<file path="config.mk">
export PLATFORM = sky130hd
export DESIGN_NAME = gshare_direction_predictor
export DESIGN_NICKNAME = d
export VERILOG_FILES = /design/src/rtl/gshare_direction_predictor.sv
export SDC_FILE = /design/constraint.sdc
export NUM_CORES = 2
export LEC_CHECK = 0
export BUFFER_PORTS_ARGS = -buffer_cell sky130_fd_sc_hd__buf_2
export CAP_MARGIN = 20
export CORE_ASPECT_RATIO = 0.75
export CORE_MARGIN = 5
export CORE_UTILIZATION = 35
export DETAILED_ROUTE_END_ITERATION = 10
export GPL_TIMING_DRIVEN = 0
export HOLD_SLACK_MARGIN = 0.03
export PLACE_DENSITY = 0.6
export REMOVE_ABC_BUFFERS = 1
export SYNTH_ARGS = -nofsm -noshare
export SYNTH_HDL_FRONTEND = slang
export SYNTH_SLANG_ARGS = --single-unit
</file>
<file path="constraint.sdc">
create_clock -name clk -period 24.6 [get_ports clk]
set_input_delay 0 -clock clk [delete_from_list [all_inputs] [get_ports clk]]
set_output_delay 0 -clock clk [all_outputs]
set_load 0.02 [all_outputs]
</file>
<file path="src/rtl/gshare_direction_predictor.sv">
`default_nettype none
// ============================================================================
// Module   : gshare_direction_predictor
// Brief    : gshare conditional-branch direction predictor with a speculative
//            global history, per-ID metadata for repair and a self-init sweep.
// Revision : 1.0  initial release
// ============================================================================
module gshare_direction_predictor #(
    parameter int ENTRIES = 512,
    parameter int CTR_W   = 2,
    parameter int GHR_W   = 9,
    parameter int ID_W    = 3
) (
    input  logic            clk,
    input  logic            rst,
    output logic            init_done,
    input  logic            lookup_valid,
    input  logic [31:0]     lookup_pc,
    input  logic [ID_W-1:0] lookup_id,
    input  logic            br_hint,
    output logic            pred_valid,
    output logic            pred_taken,
    input  logic            upd_valid,
    input  logic [ID_W-1:0] upd_id,
    input  logic            upd_taken
);

    localparam int IDX_W = $clog2(ENTRIES);
    localparam int IDS   = 1 << ID_W;

    typedef logic [IDX_W-1:0] idx_t;
    typedef logic [CTR_W-1:0] ctr_t;
    typedef logic [GHR_W-1:0] ghr_t;

    localparam ctr_t CTR_MAX  = {CTR_W{1'b1}};
    localparam ctr_t CTR_WNT  = ctr_t'((1 << (CTR_W - 1)) - 1);
    localparam idx_t IDX_LAST = idx_t'(ENTRIES - 1);

    typedef enum logic [0:0] {
        ST_INIT  = 1'b0,
        ST_READY = 1'b1
    } state_t;

    state_t state_q;
    idx_t   sweep_q;
    logic   init_done_q;

    always_ff @(posedge clk) begin
        if (rst) begin
            state_q     <= ST_INIT;
            sweep_q     <= '0;
            init_done_q <= 1'b0;
        end else begin
            case (state_q)
                ST_INIT: begin
                    sweep_q <= sweep_q + idx_t'(1);
                    if (sweep_q == IDX_LAST) begin
                        state_q     <= ST_READY;
                        init_done_q <= 1'b1;
                    end
                end
                default: state_q <= ST_READY;
            endcase
        end
    end

    ctr_t mem_q      [ENTRIES];
    idx_t meta_idx_q [IDS];
    ctr_t meta_ctr_q [IDS];
    logic meta_pt_q  [IDS];
    ghr_t meta_ghr_q [IDS];

    ghr_t ghr_q;
    logic pred_valid_q;
    ctr_t ctr_q;
    idx_t rsp_idx_q;
    logic [ID_W-1:0] rsp_id_q;

    // Update path reads metadata combinationally, so it sees the pre-write entry
    idx_t upd_idx;
    ctr_t upd_ctr_old;
    ctr_t upd_ctr_new;
    ghr_t upd_ghr;
    logic upd_en;
    logic mispredict;

    assign upd_en      = upd_valid & init_done_q;
    assign upd_idx     = meta_idx_q[upd_id];
    assign upd_ctr_old = meta_ctr_q[upd_id];
    assign upd_ghr     = meta_ghr_q[upd_id];
    assign mispredict  = upd_en & (upd_taken != meta_pt_q[upd_id]);

    always_comb begin
        upd_ctr_new = upd_ctr_old;
        if (upd_taken) begin
            if (upd_ctr_old != CTR_MAX) upd_ctr_new = upd_ctr_old + ctr_t'(1);
        end else begin
            if (upd_ctr_old != '0) upd_ctr_new = upd_ctr_old - ctr_t'(1);
        end
    end

    logic wr_en;
    idx_t wr_idx;
    ctr_t wr_data;

    always_comb begin
        wr_en   = 1'b1;
        wr_idx  = sweep_q;
        wr_data = CTR_WNT;
        if (init_done_q) begin
            wr_en   = upd_valid;
            wr_idx  = upd_idx;
            wr_data = upd_ctr_new;
        end
    end

    always_ff @(posedge clk) begin
        if (wr_en) mem_q[wr_idx] <= wr_data;
    end

    logic lk_en;
    idx_t lk_idx;

    assign lk_en  = lookup_valid & init_done_q;
    assign lk_idx = lookup_pc[IDX_W+1:2] ^ idx_t'(ghr_q);

    always_ff @(posedge clk) begin
        if (rst) begin
            pred_valid_q <= 1'b0;
            ctr_q        <= '0;
            rsp_idx_q    <= '0;
            rsp_id_q     <= '0;
        end else begin
            pred_valid_q <= lk_en;
            if (lk_en) begin
                ctr_q     <= (wr_en && (wr_idx == lk_idx)) ? wr_data : mem_q[lk_idx];
                rsp_idx_q <= lk_idx;
                rsp_id_q  <= lookup_id;
            end
        end
    end

    always_ff @(posedge clk) begin
        if (pred_valid_q) begin
            meta_idx_q[rsp_id_q] <= rsp_idx_q;
            meta_ctr_q[rsp_id_q] <= ctr_q;
            meta_pt_q[rsp_id_q]  <= ctr_q[CTR_W-1];
            meta_ghr_q[rsp_id_q] <= ghr_q;
        end
    end

    ghr_t ghr_repair;
    ghr_t ghr_shift;

    generate
        if (GHR_W == 1) begin : g_ghr_single
            assign ghr_repair = upd_taken;
            assign ghr_shift  = ctr_q[CTR_W-1];
        end else begin : g_ghr_multi
            assign ghr_repair = {upd_ghr[GHR_W-2:0], upd_taken};
            assign ghr_shift  = {ghr_q[GHR_W-2:0], ctr_q[CTR_W-1]};
        end
    endgenerate

    // A hinted branch seen alongside a repair is on the wrong path: repair wins
    always_ff @(posedge clk) begin
        if (rst) begin
            ghr_q <= '0;
        end else if (mispredict) begin
            ghr_q <= ghr_repair;
        end else if (pred_valid_q && br_hint) begin
            ghr_q <= ghr_shift;
        end
    end

    logic unused_bits;
    assign unused_bits = ^{lookup_pc[31:IDX_W+2], lookup_pc[1:0], upd_ghr[GHR_W-1]};

    assign init_done  = init_done_q;
    assign pred_valid = pred_valid_q;
    assign pred_taken = ctr_q[CTR_W-1];

endmodule
`default_nettype wire

</file>
==> run_results.csv <==
group,metric,value,unit
sta,final_hold_viol_count,0,
clocking,cts_inserted_buffers,110,
power_and_ir_drop,p_leak,0.01798,uW
logic_synthesis,yosysTopAreaCell,"edfxtp_1",
routing,wl_per_cell,25.85,um
die,io-pin-count,47,
routing,drt_iter0_drc,3293,
critical_path,rr_endpoint,"ctr_q[0]$_SDFFE_PP0P_",
placement,place.gp.congestion,0.7522,
logic_synthesis,ys_seq_elements,1211,
logic_synthesis,synth_mux_area_share,14.41,%
sta,finalCritPeriodShare,22.33,%
grt,grt_max_degree,92,
sta,setup_tns,0,ps
placement,place_ws,19170,ps
sta,setup_slack,19110,ps
critical_path,critPathLaunch,"ghr_q[1]$_SDFFE_PP0P_",
placement,dp_hpwl,76520,um
clocking,clock-sinks,1211,
routing,firstDrtPassIters,5,
min_path,min_to,"rsp_idx_q[3]$_SDFFE_PP0P_",
routing,drt-total-wl,126000,um
critical_path,critPathKind,"register to register",
logic_synthesis,synthAdderAreaFrac,0.07117,%
grt,grt_pass1_vias,26585,
routing,drc_errors,0,
logic_synthesis,ys_types,59,
placement,dpl_cell_area,53080,um^2
sta,fin_crit,5494,ps
clocking,clock_path_buffers,3,
logic_synthesis,synth_edf_count,1176,
sta,finClkSkew,35.53,ps
power_and_ir_drop,finalPower,4160,uW
logic_synthesis,avgSynthCellArea,17.25,um^2
die,die_area,148300,um^2
critical_path,cp.buffers_inverters,5,
sta,finalSetupViolCount,0,
critical_path,worstPathMaxFanout,23,
logic_synthesis,ys_warn_count,0,
critical_path,required,25200,ps
critical_path,path_cells,"xor2_4 > buf_12 > buf_12 > buf_12 > buf_12 > buf_12 > mux4_2 > a22o_1 > a221oi_1 > o22ai_1 > o41ai_1 > nand4_1 > o21ba_1",
min_path,worstHoldPathType,"input port to register",
grt,grt_usage,16.77,%
logic_synthesis,yosys.area_share.simple,7.181,%
critical_path,reg2reg_depth,13,
sta,tightest_slew,1156,ps
routing,viasPerCell,5.487,
sta,relSlewSlack,22.77,%
logic_synthesis,synthTopCellsByArea,"edfxtp_1 72%, mux4_2 12%, nor2_1 4.5%, mux4_1 1.4%, dfxtp_1 1.4%",
grt,grt_pass1_wl,184700,um
flow_run,maxCapViolations,0,
logic_synthesis,synthXorXnorAreaFrac,0.5846,%
critical_path,max_stage_delay,990,ps
power_and_ir_drop,vdd_drop_max,0.05809,mV
logic_synthesis,synth_top_flop_cell,"edfxtp_1",
clocking,cts_tree,"built",
sta,max_freq,182.0,MHz
logic_synthesis,post-synth-top-area-fraction,71.74,%
critical_path,rr_startpoint,"ghr_q[1]$_SDFFE_PP0P_",
final_layout,mostFrequentLayoutCell,"edfxtp_1",
placement,port_buffers,23,
logic_synthesis,synth_top_family_by_area,"multiplexers",
logic_synthesis,async_reset_ff_share,0,%
final_layout,final_area,56870,um^2
grt,antenna_found_initial,3,
status,status,"complete, no violations",
sta,drv_slew,0,
clocking,cts-root-buf,"clkbuf_16",
die,coreArea,140100,um^2
critical_path,start_kind,"register",
min_path,worstHoldStart,"lookup_pc[5]",
critical_path,endpoint_kind,"register",
critical_path,cp_top_family,"compound AO/OA/AOI/OAI gates",
die,die_w,443.0,um
critical_path,arrival,6100,ps
die,rows,119,
critical_path,cpMaxStageDelayCell,"o41ai_1",
final_layout,area_growth,15.54,%
critical_path,cpMostUsedCell,"buf_12",
final_layout,fin_nets,2956,
power_and_ir_drop,p_per_area,73.14,nW/um^2
grt,overflow,0,
logic_synthesis,yosysSeqAreaShare,73.17,%
die,start_util,35.13,%
min_path,hold_depth,4,
sta,rsz0062_at_grt,"false",
final_layout,fillCellCount,12420,
routing,num_vias,26737,
clocking,clk_latency,720,ps
logic_synthesis,synth_compound_area_share,2.687,%
routing,final_antenna_net_count,0,
logic_synthesis,synth_cells,2854,
final_layout,layout_common_cells,"1,176 x edfxtp_1, 580 x nor2_1, 265 x mux4_2",
logic_synthesis,syn-cell-area,49220,um^2
final_layout,drive_gt1_share,19.55,%
clocking,path_clk_slew,70,ps
critical_path,rrSetupSlack,19110,ps
clocking,post-cts-setup-buffer-count,0,
die,die_y,334.8,um
clocking,htreeDepth,3,
per-layer routing:
layer  global-route usage [%]  share of wire (%)  routed length, um
met4                    3.499                1.9               2393
met2                    23.72                 43              53810
met5                        0              0.027                 34
met3                    4.662                 10              13040
met1                    25.87                 45              56690
final cells by class:
type / instances / area (um^2) / area share, %
flip-flops and latches: 1211 / 36010 / 63.32
multi-input cells: 1440 / 12620 / 22.20
clock buffers: 140 / 2970 / 5.223
well taps: 1875 / 2346 / 4.125
repair buffers: 140 / 2267 / 3.986
clock inverters: 59 / 624.3 / 1.098
inverters: 7 / 26.28 / 0.04620
diodes: 1 / 2.502 / 0.004400
worst register-to-register path: stages (launching register included):
cell	delay, ps
dfxtp_1	690
xor2_4	770
buf_12	290
buf_12	240
buf_12	240
buf_12	220
buf_12	230
mux4_2	320
a22o_1	250
a221oi_1	480
o22ai_1	270
o41ai_1	990
nand4_1	190
o21ba_1	220
cell usage after synthesis, types with 5 or more instances:
master and instances:
a211oi_1 21, a21oi_1 43, a221o_1 5, a221oi_1 10, a22oi_1 30, a311oi_1 11, a31oi_1 6, and3_1 6
buf_1 8, buf_2 43, buf_4 15, buf_6 7, clkbuf_1 122, dfxtp_1 35, edfxtp_1 1176, inv_1 7
mux2i_1 37, mux4_1 27, mux4_2 265, nand2_1 176, nand2b_1 6, nand3_1 40, nand4_1 8, nor2_1 590
nor2b_1 17, nor3_1 20, nor4_1 7, o211ai_1 9, o21ai_0 20, o22ai_1 8, xnor2_1 18, xor2_1 13
registers in the layout (all words and copies together), names as in the netlist:
name,cells
ctr_q,2
meta_idx_q,72
rsp_id_q,3
init_done,1
rsp_idx_q,9
ghr_q,9
pred_valid,1
sweep_q,9
meta_ctr_q,16
meta_ghr_q,64
mem_q,1024
state_q,1
logic make-up (layout without fill, tap and decap cells):
kind of cell	Yosys count	in the layout
AOI/OAI and AO/OA	190	190
xor gates and xnor gates	32	32
adders and majority gates	3	3
buffers and inverters	203	346
DFF	1211	1211
muxes	333	333
other	0	1
and+or+nand+nor	882	882
per-stage QoR:
step	hold slack, ps	cells	utilization (%)
after floorplan	69.07	2658	-
after global placement	282.9	4556	36.24
after detailed placement	282.2	4653	37.88
after CTS	63.41	4871	40.59
after global routing	106.4	4873	40.59
final	121.2	4873	40.59
where the power goes:
group          switching [uW]  internal [uW]  leakage (uW)
clock                     748            985       0.00175
combinational             119           79.4       0.00480
sequential              0.646           2230        0.0114
total                     868           3290        0.0180
worst max path at each step:
stage / endpoint / slack [ps] / cells after the start
after floorplan: mem_q[0][1]$_DFFE_PP_ / -310 / 2
after global placement: mem_q[43][1]$_DFFE_PP_ / -21790 / 5
after detailed placement: ctr_q[0]$_SDFFE_PP0P_ / 19170 / 13
after CTS: ctr_q[0]$_SDFFE_PP0P_ / 19150 / 13
after global routing: ctr_q[0]$_SDFFE_PP0P_ / 18980 / 13
final: ctr_q[0]$_SDFFE_PP0P_ / 19110 / 13
what timing repair did:
item / CTS / global route
hold endpoints to repair: 34 / 0
hold buffers: 19 / 0
gates resized for setup: 0 / 0
(Power assumes the default switching activity.)
